## src/rtl/simple_micro_div_pkg.sv

```systemverilog
// Shared types and constants for the simple_micro_div sequential restoring divider.
package simple_micro_div_pkg;

    localparam int DVD_W    = 8;
    localparam int DVS_W    = 4;
    localparam int DIV_ITER = 8;

    localparam logic [DVD_W-1:0] Q_DZ = 8'hFF;
    localparam logic [DVS_W-1:0] R_DZ = 4'hF;

    typedef enum logic [1:0] {
        IDLE = 2'd0,
        CALC = 2'd1,
        DONE = 2'd2
    } div_state_t;

endpackage

```

## src/rtl/div_datapath.sv

```systemverilog
// Restoring-division datapath: one shift/compare/subtract step per enabled clock.
module div_datapath
    import simple_micro_div_pkg::*;
(
    input  logic             clk,
    input  logic             rst_n,
    input  logic             load,
    input  logic             step,
    input  logic [DVD_W-1:0] d_in,
    input  logic [DVS_W-1:0] v_in,
    output logic [DVD_W-1:0] q_nxt,
    output logic [DVS_W-1:0] r_nxt
);

    logic [DVD_W-1:0] qreg_q, qreg_d;
    logic [DVS_W-1:0] vreg_q, vreg_d;
    // The 5-bit partial remainder's MSB is always zero between steps
    // (the result of a step never exceeds the 4-bit divisor), so only 4 bits are stored.
    logic [DVS_W-1:0] preg_q, preg_d;

    logic [DVS_W:0]   trial;
    logic [DVS_W:0]   diff;
    logic             fits;

    always_comb begin
        trial  = {preg_q, qreg_q[DVD_W-1]};
        diff   = trial - {1'b0, vreg_q};
        fits   = (trial >= {1'b0, vreg_q});
        qreg_d = qreg_q;
        vreg_d = vreg_q;
        preg_d = preg_q;
        if (load) begin
            qreg_d = d_in;
            vreg_d = v_in;
            preg_d = '0;
        end else if (step) begin
            qreg_d = {qreg_q[DVD_W-2:0], fits};
            preg_d = fits ? diff[DVS_W-1:0] : trial[DVS_W-1:0];
        end
    end

    always_ff @(posedge clk or negedge rst_n) begin
        if (!rst_n) begin
            qreg_q <= '0;
            vreg_q <= '0;
            preg_q <= '0;
        end else begin
            qreg_q <= qreg_d;
            vreg_q <= vreg_d;
            preg_q <= preg_d;
        end
    end

    // Exposed so the result registers can capture the 8th step on the same edge it completes.
    assign q_nxt = qreg_d;
    assign r_nxt = preg_d;

endmodule

```

## src/rtl/simple_micro_div.sv

```systemverilog
// 8-by-4 unsigned sequential divider: control FSM, iteration counter and held result registers.
module simple_micro_div
    import simple_micro_div_pkg::*;
(
    input  logic             sys_clk,
    input  logic             nsys_rst,
    input  logic             start,
    input  logic [DVD_W-1:0] D,
    input  logic [DVS_W-1:0] V,
    output logic [DVD_W-1:0] Q,
    output logic [DVS_W-1:0] R,
    output logic             dz,
    output logic             done,
    output logic             busy
);

    div_state_t       state_q, state_d;
    logic [2:0]       cnt_q, cnt_d;
    logic [DVD_W-1:0] q_q, q_d;
    logic [DVS_W-1:0] r_q, r_d;
    logic             dz_q, dz_d;

    logic             dp_load;
    logic             dp_step;
    logic [DVD_W-1:0] dp_q_nxt;
    logic [DVS_W-1:0] dp_r_nxt;

    div_datapath u_datapath (
        .clk   (sys_clk),
        .rst_n (nsys_rst),
        .load  (dp_load),
        .step  (dp_step),
        .d_in  (D),
        .v_in  (V),
        .q_nxt (dp_q_nxt),
        .r_nxt (dp_r_nxt)
    );

    always_comb begin
        state_d = state_q;
        cnt_d   = cnt_q;
        q_d     = q_q;
        r_d     = r_q;
        dz_d    = dz_q;
        dp_load = 1'b0;
        dp_step = 1'b0;
        case (state_q)
            IDLE: begin
                if (start) begin
                    if (V != '0) begin
                        dp_load = 1'b1;
                        cnt_d   = '0;
                        state_d = CALC;
                    end else begin
                        q_d     = Q_DZ;
                        r_d     = R_DZ;
                        dz_d    = 1'b1;
                        state_d = DONE;
                    end
                end
            end
            CALC: begin
                dp_step = 1'b1;
                cnt_d   = cnt_q + 3'd1;
                if (cnt_q == 3'(DIV_ITER - 1)) begin
                    q_d     = dp_q_nxt;
                    r_d     = dp_r_nxt;
                    dz_d    = 1'b0;
                    state_d = DONE;
                end
            end
            DONE:    state_d = IDLE;
            default: state_d = IDLE;
        endcase
    end

    always_ff @(posedge sys_clk or negedge nsys_rst) begin
        if (!nsys_rst) begin
            state_q <= IDLE;
            cnt_q   <= '0;
            q_q     <= '0;
            r_q     <= '0;
            dz_q    <= 1'b0;
        end else begin
            state_q <= state_d;
            cnt_q   <= cnt_d;
            q_q     <= q_d;
            r_q     <= r_d;
            dz_q    <= dz_d;
        end
    end

    assign Q    = q_q;
    assign R    = r_q;
    assign dz   = dz_q;
    assign done = (state_q == DONE);
    assign busy = (state_q != IDLE);

endmodule

```

## config.mk

```make
export PLATFORM = sky130hd
export DESIGN_NAME = simple_micro_div
export DESIGN_NICKNAME = d
export VERILOG_FILES = /design/src/rtl/simple_micro_div_pkg.sv /design/src/rtl/div_datapath.sv /design/src/rtl/simple_micro_div.sv
export SDC_FILE = /design/constraint.sdc
export NUM_CORES = 1
export LEC_CHECK = 0
export ABC_CLOCK_PERIOD_IN_PS = 6150
export CORE_MARGIN = 1.5
export CORE_UTILIZATION = 30
export DETAILED_ROUTE_END_ITERATION = 10
export PLACE_DENSITY = 0.59
export REMOVE_ABC_BUFFERS = 1
export SLEW_MARGIN = 20
export SYNTH_ARGS = -nofsm -noshare
export SYNTH_HDL_FRONTEND = slang
export SYNTH_SLANG_ARGS = --single-unit
```

## constraint.sdc

```tcl
create_clock -name sys_clk -period 6.15 [get_ports sys_clk]
set_clock_uncertainty 0.2 [all_clocks]
set_input_delay 1.23 -clock sys_clk [delete_from_list [all_inputs] [get_ports sys_clk]]
set_output_delay 1.23 -clock sys_clk [all_outputs]
set_load 0.02 [all_outputs]
```

==> impl_metrics.env <==
export IMPL_cp_startpoint="state_q[1]$_DFFE_PN0P_"
export IMPL_period_minus_slack_ps=3190
export IMPL_synthTopCellsByArea="dfrtp_1 (52%), a22oi_1 (6.4%), o21ai_0 (4.9%)"
export IMPL_fin_tns_setup_ps=0
export IMPL_start_util_pct=31.54
export IMPL_drt_first_pass_iters=4
export IMPL_worstMarginPinSlew_ps=623.7
export IMPL_yosysUniqueCellTypes=35
export IMPL_avgSynthCellArea_um2=10.80
export IMPL_status="finished, final reports clean"
export IMPL_synth_area_um2=1642
export IMPL_ys_ff_latch=34
export IMPL_grt_max_degree=35
export IMPL_routed_wl_mm=3.643
export IMPL_ir_worst_vdd_v=0.0001743
export IMPL_yosysWarningCount=0
export IMPL_area_growth_pct=27.52
export IMPL_holdPathEnd="Q[4]$_DFFE_PN0P_"
export IMPL_ys_seq_area_share_pct=51.83
export IMPL_ff2ff_path_depth=6
export IMPL_num_rows=26
export IMPL_ant_nets=0
export IMPL_ff_latch_area_um2=850.8
export IMPL_io_buffers=29
export IMPL_grt_pass1_vias=1190
export IMPL_gp_congestion=0.7623
export IMPL_cp_data_required_time_ps=4720
export IMPL_vias_per_cell=4.906
export IMPL_timing_rr_start="u_datapath.preg_q[0]$_DFF_PN0_"
export IMPL_core_area_um2=5205
export IMPL_r2r_end="u_datapath.preg_q[0]$_DFF_PN0_"
export IMPL_path_cells="or2_2, clkdlybuf4s50_1"
export IMPL_busiest_layer="met2"
export IMPL_htreeDepth=2
export IMPL_rsz0062_at_grt="no"
export IMPL_grt_pass1_wl_mm=6.127
export IMPL_worstPathArrival_ps=1760
export IMPL_drtIter0Drc=84
export IMPL_min_period_over_period_pct=51.88
export IMPL_cpMaxStageDelayCell="clkdlybuf4s50_1"
export IMPL_cts_tree="built"
export IMPL_synth_top_flop_cell="dfrtp_1"
export IMPL_cp_end_kind="output pin"
export IMPL_antenna_found_initial=0
export IMPL_multi_input_area_um2=709.4
export IMPL_leakage_nw=0.8452
export IMPL_drv_slew=0
export IMPL_path_class="reg2out"
export IMPL_synth_top_area_share_pct=51.83
export IMPL_ctsHoldBuffers=0
export IMPL_netlist_instances=152
export IMPL_place_ws_ps=2853
export IMPL_hold_start="Q[4]$_DFFE_PN0P_"
export IMPL_cts_root_buf="clkbuf_8"
export IMPL_wl_per_cell_um=14.34
export IMPL_synth_commonest_cells="dfrtp_1 (34), o21ai_0 (16), nand2_1 (15), a22oi_1 (14), nor2_1 (11)"
export IMPL_cts_clk_slew_worst_paths_ps=70
export IMPL_finalSetupViolCount=0
export IMPL_use_met3_pct=4.167
export IMPL_ioPinCount=30
export IMPL_grt_use_total_pct=13.50
export IMPL_dp_hpwl_mm=2.501
export IMPL_met2_usage_pct=19.73
export IMPL_num_vias=1246
export IMPL_drive_gt1_share_pct=9.239
export IMPL_grt_overflow=0
export IMPL_chipHeight_um=76.97
export IMPL_grt_use_met1_pct=18.73
export IMPL_synth_most_common_cell="dfrtp_1"
export IMPL_drc=0
export IMPL_p_per_area_nw_per_um2=567.7
export IMPL_synth_top_cell_by_area="dfrtp_1"
export IMPL_critPathMaxStageDelay_ps=550
export IMPL_cts_made_buffers=5
export IMPL_post_cts_buffers=0
export IMPL_dieArea_um2=5924
export IMPL_clock_latency_ps=280
export IMPL_cts_sinks=34
export IMPL_cp_max_fo=13
export IMPL_timing_fmax_mhz=313.4
export IMPL_fill_cells=532
export IMPL_hp_class="reg2reg"
export IMPL_cts_buffer_depth=2
export IMPL_holdPathStages=1
export IMPL_finalHoldViolations=0
export IMPL_nets=205
export IMPL_postLayoutSetupSlackWorst_ps=2960
export IMPL_antenna_diode_count=0
export IMPL_synth_edf_count=0
export IMPL_slew_headroom_pct=58.42
export IMPL_async_reset_ff_share_pct=100.0
export IMPL_max_cap_violations=0
export IMPL_ctsResizeCount=0
export IMPL_dieWidth_um=76.97
export IMPL_rrSetupSlack_ps=4000
export IMPL_startpoint_type="flop"
-- layout by cell type, fill, tap and decap left out, drive strengths merged, types with 2 or more instances in the layout --
master,count
clkdlybuf4s50,29
ha,6
o22ai,3
buf,3
mux2i,2
nand2,15
o22a,8
nor2b,2
nor2,13
a211oi,2
a21oi,5
o21ai,16
dfrtp,34
clkbuf,7
mux2,2
a22oi,14
inv,7
-- critical path, delay by kind of cell (launching register included) --
family / cells / cell delay [ps]
buffers and inverters: 1 / 550
DFF: 1 / 530
and+or+nand+nor: 1 / 390
-- metrics by stage --
stage / cell area, µm² / utilization [%] / power [mW] / hold WS, ps / std cells
after floorplan: 1587 / - / 0.7916 / 267.7 / 144
after global placement: 1987 / 38.17 / 0.9878 / 280.0 / 246
after detailed placement: 1987 / 38.17 / 0.9971 / 281.1 / 246
after CTS: 2093 / 40.22 / 1.202 / 302.0 / 254
after global routing: 2093 / 40.22 / 1.287 / 328.7 / 254
final: 2093 / 40.22 / 1.188 / 296.2 / 254
-- metal layers --
| layer | part of all wire [%] | wire length (µm) |
|---|---|---|
| met5 | 0 | 0 |
| met4 | 1.3 | 48 |
| met3 | 4.3 | 155 |
| met2 | 45 | 1635 |
| met1 | 49 | 1803 |
-- how the worst max path moves through the flow --
stage	slack, ps	cells past startpoint	endpoint
after global routing	2840	3	done
final	2960	2	busy
after floorplan	3560	4	u_datapath.qreg_q[1]$_DFF_PN0_
after detailed placement	2850	5	Q[2]$_DFFE_PN0P_
after global placement	2870	5	u_datapath.vreg_q[0]$_DFFE_PN0P_
after CTS	2950	2	busy
-- flip-flops by register name, indices dropped and copies added (netlist names) --
register           flops
state_q                2
u_datapath.vreg_q      4
cnt_q                  3
u_datapath.qreg_q      8
u_datapath.preg_q      4
Q                      8
R                      4
dz                     1
-- cell families (layout without fill, tap and decap cells) --
kind of cell	count (synthesis)	after routing	synth area share (%)
buffers and inverters	15	47	4.954
AO/OA/AOI/OAI	53	53	22.03
adder cells (fa/ha/maj)	7	7	5.793
AND/OR/NAND/NOR	38	38	12.27
flip-flops	34	34	51.83
XOR/XNOR	1	1	0.5336
multiplexers	4	4	2.591
-- cell type report --
class / count / area share (%)
timing repair buffer: 32 / 14.94
multi-input combinational: 103 / 33.89
clock buffer: 7 / 3.646
tap: 70 / 4.184
sequential: 34 / 40.65
inverter: 7 / 1.255
clock inverter: 1 / 1.435
-- power by group --
group | internal [mW] | switching [mW] | leakage [nW]
sequential | 0.332 | 0.0860 | 0.397
combinational | 0.272 | 0.296 | 0.396
clock | 0.121 | 0.0801 | 0.0524
Note: power is estimated with default switching activity, not from simulation.
